### config.mk
export PLATFORM = sky130hd
export DESIGN_NAME = button_conditioner
export DESIGN_NICKNAME = d
export VERILOG_FILES = /design/src/rtl/btn_cond_defs.sv /design/src/rtl/btn_channel.sv /design/src/rtl/button_conditioner.sv
export SDC_FILE = /design/constraint.sdc
export NUM_CORES = 1
export LEC_CHECK = 0
export ABC_AREA = 1
export CAP_MARGIN = 0
export CORE_MARGIN = 10
export CORE_UTILIZATION = 56
export CTS_BUF_LIST = sky130_fd_sc_hd__clkbuf_16
export DETAILED_ROUTE_END_ITERATION = 8
export PLACE_DENSITY_LB_ADDON = 0.25
export SETUP_SLACK_MARGIN = 0.15
export SYNTH_ARGS = -nofsm -noshare
export SYNTH_HDL_FRONTEND = slang
export SYNTH_HIERARCHICAL = 1
export SYNTH_SLANG_ARGS = --single-unit
export TNS_END_PERCENT = 1
### constraint.sdc
create_clock -name i_clk -period 2.45 [get_ports i_clk]
set_clock_uncertainty 0.1 [all_clocks]
set_input_delay 0.6125 -clock i_clk [delete_from_list [all_inputs] [get_ports i_clk]]
set_output_delay 0.6125 -clock i_clk [all_outputs]
set_load 0.005 [all_outputs]
### src/rtl/btn_cond_defs.sv
// ============================================================
// btn_cond_defs: shared repeat-FSM encodings and width helpers
// Revision 1.0
// ============================================================
`default_nettype none

package btn_cond_defs;

  typedef enum logic [1:0] {
    ST_IDLE   = 2'd0,
    ST_HOLD   = 2'd1,
    ST_REPEAT = 2'd2
  } rep_state_e;

  // Smallest r with 2**r >= value; used as clog2(limit+1) so results are never zero.
  function automatic int clog2(input int value);
    int r;
    r = 0;
    for (int i = 0; i < 31; i++) begin
      if ((1 << i) < value) r = i + 1;
    end
    return r;
  endfunction

  function automatic int max2(input int a, input int b);
    return (a > b) ? a : b;
  endfunction

endpackage

`default_nettype wire

### src/rtl/btn_channel.sv
// ============================================================
// btn_channel: one-bit synchroniser, tick debouncer and auto-repeat FSM
// Revision 1.0
// ============================================================
`default_nettype none

module btn_channel
  import btn_cond_defs::*;
#(
  parameter int DEBOUNCE_TICKS     = 20,
  parameter int REPEAT_DELAY_TICKS = 500,
  parameter int REPEAT_RATE_TICKS  = 100,
  parameter bit ACTIVE_LOW         = 1'b0
) (
  input  logic i_clk,
  input  logic i_reset,
  input  logic i_btn,
  input  logic i_repeat_en,
  input  logic i_tick,
  output logic o_level,
  output logic o_press,
  output logic o_release,
  output logic o_step
);

  localparam int DB_W = clog2(DEBOUNCE_TICKS + 1);
  localparam int RC_W = clog2(max2(REPEAT_DELAY_TICKS, REPEAT_RATE_TICKS) + 1);
  localparam logic [DB_W-1:0] DB_LAST = DB_W'(DEBOUNCE_TICKS - 1);
  localparam logic [RC_W-1:0] RD_LAST = RC_W'(REPEAT_DELAY_TICKS - 1);
  localparam logic [RC_W-1:0] RR_LAST = RC_W'(REPEAT_RATE_TICKS - 1);

  logic            sync1_q, sync2_q;
  logic            level_q, level_d;
  logic [DB_W-1:0] cnt_q, cnt_d;
  logic            press_q, press_d;
  logic            release_q, release_d;
  logic            step_q, step_d;
  rep_state_e      state_q, state_d;
  logic [RC_W-1:0] rcnt_q, rcnt_d;

  // Debounce: any cycle agreeing with the accepted level restarts the count.
  always_comb begin
    level_d   = level_q;
    cnt_d     = cnt_q;
    press_d   = 1'b0;
    release_d = 1'b0;
    if (sync2_q == level_q) begin
      cnt_d = '0;
    end else if (i_tick) begin
      if (cnt_q == DB_LAST) begin
        level_d   = sync2_q;
        cnt_d     = '0;
        press_d   = sync2_q;
        release_d = ~sync2_q;
      end else begin
        cnt_d = cnt_q + DB_W'(1);
      end
    end
  end

  always_comb begin
    state_d = state_q;
    rcnt_d  = rcnt_q;
    step_d  = 1'b0;
    if (release_d) begin
      state_d = ST_IDLE;
      rcnt_d  = '0;
    end else begin
      case (state_q)
        ST_IDLE: begin
          if (press_d) begin
            step_d  = 1'b1;
            state_d = ST_HOLD;
            rcnt_d  = '0;
          end
        end
        ST_HOLD: begin
          if (i_repeat_en && i_tick) begin
            if (rcnt_q == RD_LAST) begin
              step_d  = 1'b1;
              state_d = ST_REPEAT;
              rcnt_d  = '0;
            end else begin
              rcnt_d = rcnt_q + RC_W'(1);
            end
          end
        end
        ST_REPEAT: begin
          // Dropping the enable re-arms the full initial delay.
          if (!i_repeat_en) begin
            state_d = ST_HOLD;
            rcnt_d  = '0;
          end else if (i_tick) begin
            if (rcnt_q == RR_LAST) begin
              step_d = 1'b1;
              rcnt_d = '0;
            end else begin
              rcnt_d = rcnt_q + RC_W'(1);
            end
          end
        end
        default: begin
          state_d = ST_IDLE;
          rcnt_d  = '0;
        end
      endcase
    end
  end

  always_ff @(posedge i_clk or posedge i_reset) begin
    if (i_reset) begin
      sync1_q   <= 1'b0;
      sync2_q   <= 1'b0;
      level_q   <= 1'b0;
      cnt_q     <= '0;
      press_q   <= 1'b0;
      release_q <= 1'b0;
      step_q    <= 1'b0;
      state_q   <= ST_IDLE;
      rcnt_q    <= '0;
    end else begin
      sync1_q   <= i_btn ^ ACTIVE_LOW;
      sync2_q   <= sync1_q;
      level_q   <= level_d;
      cnt_q     <= cnt_d;
      press_q   <= press_d;
      release_q <= release_d;
      step_q    <= step_d;
      state_q   <= state_d;
      rcnt_q    <= rcnt_d;
    end
  end

  assign o_level   = level_q;
  assign o_press   = press_q;
  assign o_release = release_q;
  assign o_step    = step_q;

endmodule

`default_nettype wire

### src/rtl/button_conditioner.sv
// ============================================================
// button_conditioner: N-channel push-button front-end with shared debounce tick
// Revision 1.0
// ============================================================
`default_nettype none

module button_conditioner
  import btn_cond_defs::*;
#(
  parameter int N_BTN              = 6,
  parameter int CYCLES_PER_TICK    = 12000,
  parameter int DEBOUNCE_TICKS     = 20,
  parameter int REPEAT_DELAY_TICKS = 500,
  parameter int REPEAT_RATE_TICKS  = 100,
  parameter bit ACTIVE_LOW         = 1'b0
) (
  input  logic             i_clk,
  input  logic             i_reset,
  input  logic [N_BTN-1:0] i_btn,
  input  logic [N_BTN-1:0] i_repeat_en,
  output logic [N_BTN-1:0] o_level,
  output logic [N_BTN-1:0] o_press,
  output logic [N_BTN-1:0] o_release,
  output logic [N_BTN-1:0] o_step,
  output logic             o_tick
);

  localparam int PS_W = clog2(CYCLES_PER_TICK + 1);
  localparam logic [PS_W-1:0] PS_LAST = PS_W'(CYCLES_PER_TICK - 1);

  logic [PS_W-1:0] ps_q, ps_d;
  logic            tick;

  // With CYCLES_PER_TICK=1 the count sits at zero and the tick stays high.
  always_comb begin
    ps_d = ps_q + PS_W'(1);
    if (ps_q == PS_LAST) ps_d = '0;
  end

  always_ff @(posedge i_clk or posedge i_reset) begin
    if (i_reset) ps_q <= '0;
    else         ps_q <= ps_d;
  end

  assign tick   = (ps_q == PS_LAST);
  assign o_tick = tick;

  for (genvar g = 0; g < N_BTN; g++) begin : g_ch
    btn_channel #(
      .DEBOUNCE_TICKS    (DEBOUNCE_TICKS),
      .REPEAT_DELAY_TICKS(REPEAT_DELAY_TICKS),
      .REPEAT_RATE_TICKS (REPEAT_RATE_TICKS),
      .ACTIVE_LOW        (ACTIVE_LOW)
    ) u_ch (
      .i_clk      (i_clk),
      .i_reset    (i_reset),
      .i_btn      (i_btn[g]),
      .i_repeat_en(i_repeat_en[g]),
      .i_tick     (tick),
      .o_level    (o_level[g]),
      .o_press    (o_press[g]),
      .o_release  (o_release[g]),
      .o_step     (o_step[g])
    );
  end

endmodule

`default_nettype wire
==> flow_metrics.tcl <==
set metrics [dict create \
    cts_sinks 146 \
    finalWirelength_um 17000 \
    core-area_um2 15300 \
    setup_ws_ns 0.0895 \
    multiInputGateArea_um2 4620 \
    num-fill-cells 1232 \
    cts-root-buf "clkbuf_16" \
    drive_gt1_share_pct 15.1 \
    synth_top_area_share_pct 41.6 \
    maxSlewViolCount 0 \
    clock_latency_ns 0.42 \
    yosysMostFrequentCell "nand2_1" \
    avgSynthCellArea_um2 8.28 \
    synth_common_cells "274 x nand2_1, 146 x dfrtp_1, 128 x inv_1" \
    required_ns 1.74 \
    wl_met2_um 8290 \
    dieArea_um2 21100 \
    ir_drop_uv 647 \
    ant_nets 0 \
    hpwl_um 11900 \
    synth.net_count 1117 \
    area_growth_pct 16.4 \
    p_per_area_nw_per_um2 486 \
    numCtsBuffers 17 \
    synth_seq_area_share_pct 41.6 \
    drtIter0Drc 365 \
    vias 6957 \
    status "finished, final reports clean" \
    viasPerCell 5.10 \
    synth_edf_count 0 \
    hp-class "flip-flop to flip-flop" \
    die_x_um 145 \
    drc 0 \
    start_kind "flip-flop" \
    path_clk_slew_ns 0.05 \
    critPathMaxFanout 3 \
    synth_warnings 6 \
    grt_pass1_vias 6519 \
    cp.arrival_ns 1.65 \
    fin_nets 1199 \
    synth.largest_area_cell "dfrtp_1" \
    diodes 0 \
    synthArstFlopShare_pct 100 \
    grt_pass1_wl_um 29000 \
    placementRows 45 \
    overflow 0 \
    synthCells 1059 \
    ys_top_cells_by_area "dfrtp_1 42%, nand2_1 12%, ha_1 6.3%" \
    grt_max_degree 23 \
    synth_cell_type_count 30 \
    dr.pass1.iters 7 \
    place_ws_ns 0.0442 \
    ios 39 \
    max_freq_mhz 424 \
    yosys_most_used_dff "dfrtp_1" \
    end_kind "primary output" \
    die_y_um 145 \
    slew_headroom_pct 64.2 \
    routabilityCongestion 0.871 \
    port_buffers 38 \
    antenna_found_initial 0 \
    hold_viol 0 \
    synth-seq-cells 146 \
    timing.final.crit_share_pct 96.3 \
    final_cell_count_no_fill 1364 \
    cts_buffer_depth 2 \
    start_util_pct 57.5 \
    drv_cap 0 \
    period_minus_slack_ns 2.36 \
    syn-cell-area_um2 8770 \
    wl_met3_um 712 \
    crit_type "flip-flop to primary output" \
    dpl.cell_count 1321 \
    cts_tree "done" \
    p_leak_nw 5.20 \
    wl_per_cell_um 12.5 \
    wl_met1_um 7850 \
    track_usage_pct 16.0 \
    setup_viol 0 \
    rsz0062_at_grt "yes" \
    layout.area.seq_um2 3650 \
    cts_max_level 4 \
    routed.top_layer "met4" \
    tightest_slew_ns 0.536 \
]
-- what timing repair did --
item / CTS / global route
hold buffers: 0 / 0
pin swaps: 3 / 3
setup buffers: 5 / 7
setup endpoints to repair: 9 / 72
resized for setup: 7 / 8
-- cell families after synthesis --
group,Yosys count,share of synthesized area (%)
xor gates and xnor gates,55,5.49
adders and majority gates,44,6.27
AOI/OAI and AO/OA,74,6.59
buffers and inverters,142,6.08
and+or+nand+nor,598,33.9
DFF,146,41.6
-- per-layer routing --
layer	vias up	track usage, %
li1	3558	-
met1	3260	19.9
met2	123	26.7
met3	16	4.35
met4	0	4.85
met5	-	0
-- per-stage QoR --
| stage | setup TNS [ns] | cell area (µm²) | hold WS, ns | util, % | total power (W) |
|---|---|---|---|---|---|
| 2_1_floorplan | 0 | 8780 | 0.231 | - | 0.00253 |
| 3_3_place_gp | 0 | 9530 | 0.234 | 62.5 | 0.00258 |
| 3_5_place_dp | 0 | 9530 | 0.241 | 62.5 | 0.00258 |
| 4_1_cts | 0 | 10100 | 0.254 | 66.4 | 0.00504 |
| 5_1_grt | -0.00751 | 10200 | 0.256 | 66.9 | 0.00515 |
| 6_report | 0 | 10200 | 0.252 | 66.9 | 0.00496 |
-- sequential cells by signal, summed over array words and instances (netlist names) --
| name | count |
|---|---|
| g_ch.u_ch/sync1_q | 6 |
| g_ch.u_ch/cnt_q | 30 |
| g_ch.u_ch/o_press | 6 |
| g_ch.u_ch/rcnt_q | 54 |
| g_ch.u_ch/state_q | 12 |
| g_ch.u_ch/o_level | 6 |
| ps_q | 14 |
| g_ch.u_ch/sync2_q | 6 |
| g_ch.u_ch/o_step | 6 |
| g_ch.u_ch/o_release | 6 |
-- critical path, stage by stage, from the launching register on --
cell and delay, ns:
dfrtp_1 0.39, ha_4 0.17, nand2_4 0.06, nor2_4 0.12, nand4_1 0.17, clkinvlp_4 0.13
buf_6 0.10, buf_6 0.09
-- area by class of cell --
cell class / instances / area share [%]
well taps: 211 / 2.59
clock buffers: 17 / 4.17
repair buffers: 63 / 5.77
multi-input cells: 771 / 45.2
flip-flops and latches: 146 / 35.8
inverters: 142 / 5.26
clock inverters: 14 / 1.23
-- final timing paths --
path                       slack, ns                      to                 start  cells after the start
min in group asynchronous       0.70    g_ch[0].u_ch/o_press               i_reset                      3
max                             0.09                  o_tick               ps_q[0]                      7
max reg2reg                     0.17  g_ch[5].u_ch/rcnt_q[2]               ps_q[0]                     14
min reg2reg                     0.25    g_ch[4].u_ch/sync2_q  g_ch[4].u_ch/sync1_q                      0
max in group asynchronous       1.14                 ps_q[3]               i_reset                      2
min                             0.25    g_ch[4].u_ch/sync2_q  g_ch[4].u_ch/sync1_q                      0
-- layout by cell type (no fill, tap or decap), types with 6 or more instances in the layout --
cell	netlist	final
clkdlybuf4s50_1	0	37
inv_2	14	15
nor3_1	6	6
a21oi_4	6	6
nand3_2	12	12
a31oi_1	6	6
o21ai_4	6	6
nand4_1	28	28
nand2_2	21	23
nand2_4	12	13
nand3_1	79	79
xor2_1	43	43
ha_1	44	43
xnor2_1	12	12
or2_2	7	7
nand3b_1	34	34
clkbuf_16	0	17
buf_4	0	22
nor2_8	6	6
o22ai_1	12	12
nor2_2	21	20
a21oi_1	27	27
dfrtp_1	146	146
nand2_1	274	271
o21ai_2	6	6
nor2_1	93	93
inv_1	128	128
-- power by group --
group / internal (W) / total, W / switching [W]
registers: 0.00242 / 0.00243 / 0.00000449
logic: 0.0000336 / 0.000112 / 0.0000780
clock network: 0.00147 / 0.00242 / 0.000957
total: 0.00392 / 0.00496 / 0.00104
Note: power is estimated with default switching activity, not from simulation.
==> variant: new RTL, config.mk and constraints unchanged <==
Re-encode `rep_state_e` (3 states) as one-hot, 3 bits wide.
--- a/src/rtl/btn_cond_defs.sv
+++ b/src/rtl/btn_cond_defs.sv
@@ -7,8 +7,8 @@
 package btn_cond_defs;
 
-  typedef enum logic [1:0] {
-    ST_IDLE   = 2'd0,
-    ST_HOLD   = 2'd1,
-    ST_REPEAT = 2'd2
+  typedef enum logic [2:0] {
+    ST_IDLE   = 3'b001,
+    ST_HOLD   = 3'b010,
+    ST_REPEAT = 3'b100
   } rep_state_e;
 
Check against the original RTL: no difference found for any inputs over 10 cycles, from zero or initial values and one cycle with i_reset high; not proved beyond that.
==> variant against the unedited design <==
Critical path depth did not move; area after synthesis rose by 1.1%; routed wire length grew 10%; worst setup slack got worse by 0.027 ns; sequential cell count grew 6; cell area is 3.4% higher; power up 9.6%; sequential power increased by 4%; critical path type unchanged; largest cell class unchanged; highest routed layer unchanged.
==> variant: results (changes against the unedited design) <==
| Metric | Value |
|---|---|
| Vias after detailed routing | `7745 (was 6957)` |
| Met2 usage | `28.57% (was 26.67%)` |
| DP Area | `9618 µm² (was 9532 µm²)` |
| Routability Congestion | `0.8746 (was 0.8712)` |
| Status | `finished clean (unchanged)` |
| Grt met3 use | `4.750% (was 4.346%)` |
| Nets | `1307 (was 1199)` |
| CTS clk-pin slew, worst paths | `about 0.060 ns` |
| Worst path max stage delay | `0.36 ns (was 0.39 ns)` |
| Global-route met1 utilization | `21.34% (was 19.90%)` |
| GRT Util Overall | `17.39% (was 16.04%)` |
| Slowest CP cell | `dfrtp_1 (unchanged)` |
| Arr. time, crit path | `1.67 ns (was 1.65 ns)` |
| Vias in the first global route | `7197 (was 6519)` |
| First-pass GRT wire length | `31.76 mm (was 29.04 mm)` |
| 1st-pass router iterations | `5 (was 7)` |
| Total Wirelength | `18.74 mm (was 17.01 mm)` |
| Antenna diodes | `0 (unchanged)` |
| Peak VDD IR | `0.0005029 V (was 0.0006473 V)` |
| Ratio of cells with drive above 1 in the final layout | `15.02% (was 15.09%)` |
| # H-tree levels | `4 (unchanged)` |
| YS warnings | `6 (unchanged)` |
| Fill cells | `1183 (was 1232)` |
| Clock root buffer | `clkbuf_16 (unchanged)` |
| P&R area growth vs syn | `19.02% (was 16.39%)` |
| Post-synthesis sequential area ratio | `42.98% (was 41.64%)` |
| Initial DRC count | `389 (was 365)` |
| Commonest cells in the netlist | `309 x nand2_1, 182 x inv_1, 146 x dfrtp_1 (was 274 x nand2_1, 146 x dfrtp_1, 128 x inv_1)` |
| HPWL after DPL | `12.63 mm (was 11.88 mm)` |
| Slew @ Worst Pin | `0.7185 ns (was 0.5360 ns)` |
| Synth area leaders | `dfrtp_1 41%, nand2_1 13%, nand3_1 7.8%, inv_1 7.7%, nor2_1 5.1% (was dfrtp_1 42%, nand2_1 12%, ha_1 6.3%, inv_1 5.5%, nand3_1 4.5%)` |
| CTS buffer count | `17 (unchanged)` |
| Mapped Nets | `1230 (was 1117)` |
| Worst skew pair latency | `0.44 ns (was 0.42 ns)` |
| Most common flop cell mapped by yosys | `dfrtp_1 (unchanged)` |
| HP Class | `flip-flop to flip-flop (unchanged)` |
| Regs by FF count | `g_ch.u_ch/rcnt_q (54), g_ch.u_ch/cnt_q (30), g_ch.u_ch/state_q (18) (was g_ch.u_ch/rcnt_q (54), g_ch.u_ch/cnt_q (30), ps_q (14))` |
| Max clock buf depth | `2 (unchanged)` |
| Post-synth cell types | `29 (was 30)` |
| Buffers on Ports | `38 (unchanged)` |
| Largest net degree at the start of global routing | `25 (was 23)` |
| Lkg Pwr | `0.005124 µW (was 0.005203 µW)` |
[variant: changes by cell type in the layout (fill, tap and decap cells not counted), sizes merged, moves of 6 or more]
cell	change
nor3	+13
ha	-30
nand3b	-34
a21oi	-8
xor2	-19
or2	-7
inv	+55
dfstp	+6
a21boi	+6
nand2	+25
nor2	+18
o21ai	+55
nand3	+59
[variant: cell type report]
type	count	share of cell area, %
Clock inverter	15	1.909
Multi-Input combinational cell	839	41.79
Inverter	200	7.149
Sequential cell	152	36.11
Timing Repair Buffer	69	6.509
Tap cell	211	2.501
Clock buffer	17	4.031
[variant: cell families (layout without fill, tap and decap cells)]
group,after synthesis,in the layout,share of synthesized area (%)
flops,152,152,42.98
simple gates,672,673,34.91
compound gates,121,121,7.507
buf+inv,212,301,9.567
fa+ha+maj,14,14,1.975
xor+xnor,31,31,3.062
[variant: repair_timing]
item | CTS | global route
setup buffers | 7 | 4
hold buffers | 0 | 0
endpoints found under the hold margin | 0 | 0
pin swaps | 5 | 60
setup endpoints to repair | 10 | 84
resized for setup | 8 | 63
gates cloned | 1 | 1
[variant: power by group]
group,switching (µW),internal (µW)
registers,4.90,2520
clock network,1090,1710
logic,82.9,36.1
total,1170,4270
[variant: path summary, 6_finish.rpt]
path	start	to	slack [ns]	cells after the start
max	ps_q[1]	o_tick	0.06	7
min	g_ch[2].u_ch/sync1_q	g_ch[2].u_ch/sync2_q	0.25	0
max reg2reg	ps_q[1]	g_ch[2].u_ch/o_step	0.16	12
min reg2reg	g_ch[2].u_ch/sync1_q	g_ch[2].u_ch/sync2_q	0.25	0
max in group asynchronous	i_reset	g_ch[2].u_ch/state_q[0]	1.12	3
min in group asynchronous	i_reset	g_ch[2].u_ch/cnt_q[0]	0.65	2
[variant: metal layers]
layer | wire length (µm) | up-vias
li1 | - | 3992
met1 | 8377 | 3566
met2 | 9126 | 159
met3 | 919 | 28
met4 | 313 | 0
met5 | 0 | -
[variant: through the flow]
step | hold slack, ns | instances | setup slack, ns | TNS [ns] | power (µW)
detailed placement | 0.2355 | 1458 | 0.1070 | 0 | 2694
floorplan | 0.2312 | 1202 | 0.1325 | 0 | 2636
CTS | 0.2500 | 1498 | 0.08403 | 0 | 5513
global placement | 0.2323 | 1458 | 0.1165 | 0 | 2694
finish | 0.2485 | 1503 | 0.06272 | 0 | 5440
global route | 0.2614 | 1503 | -0.04423 | -0.06616 | 5643
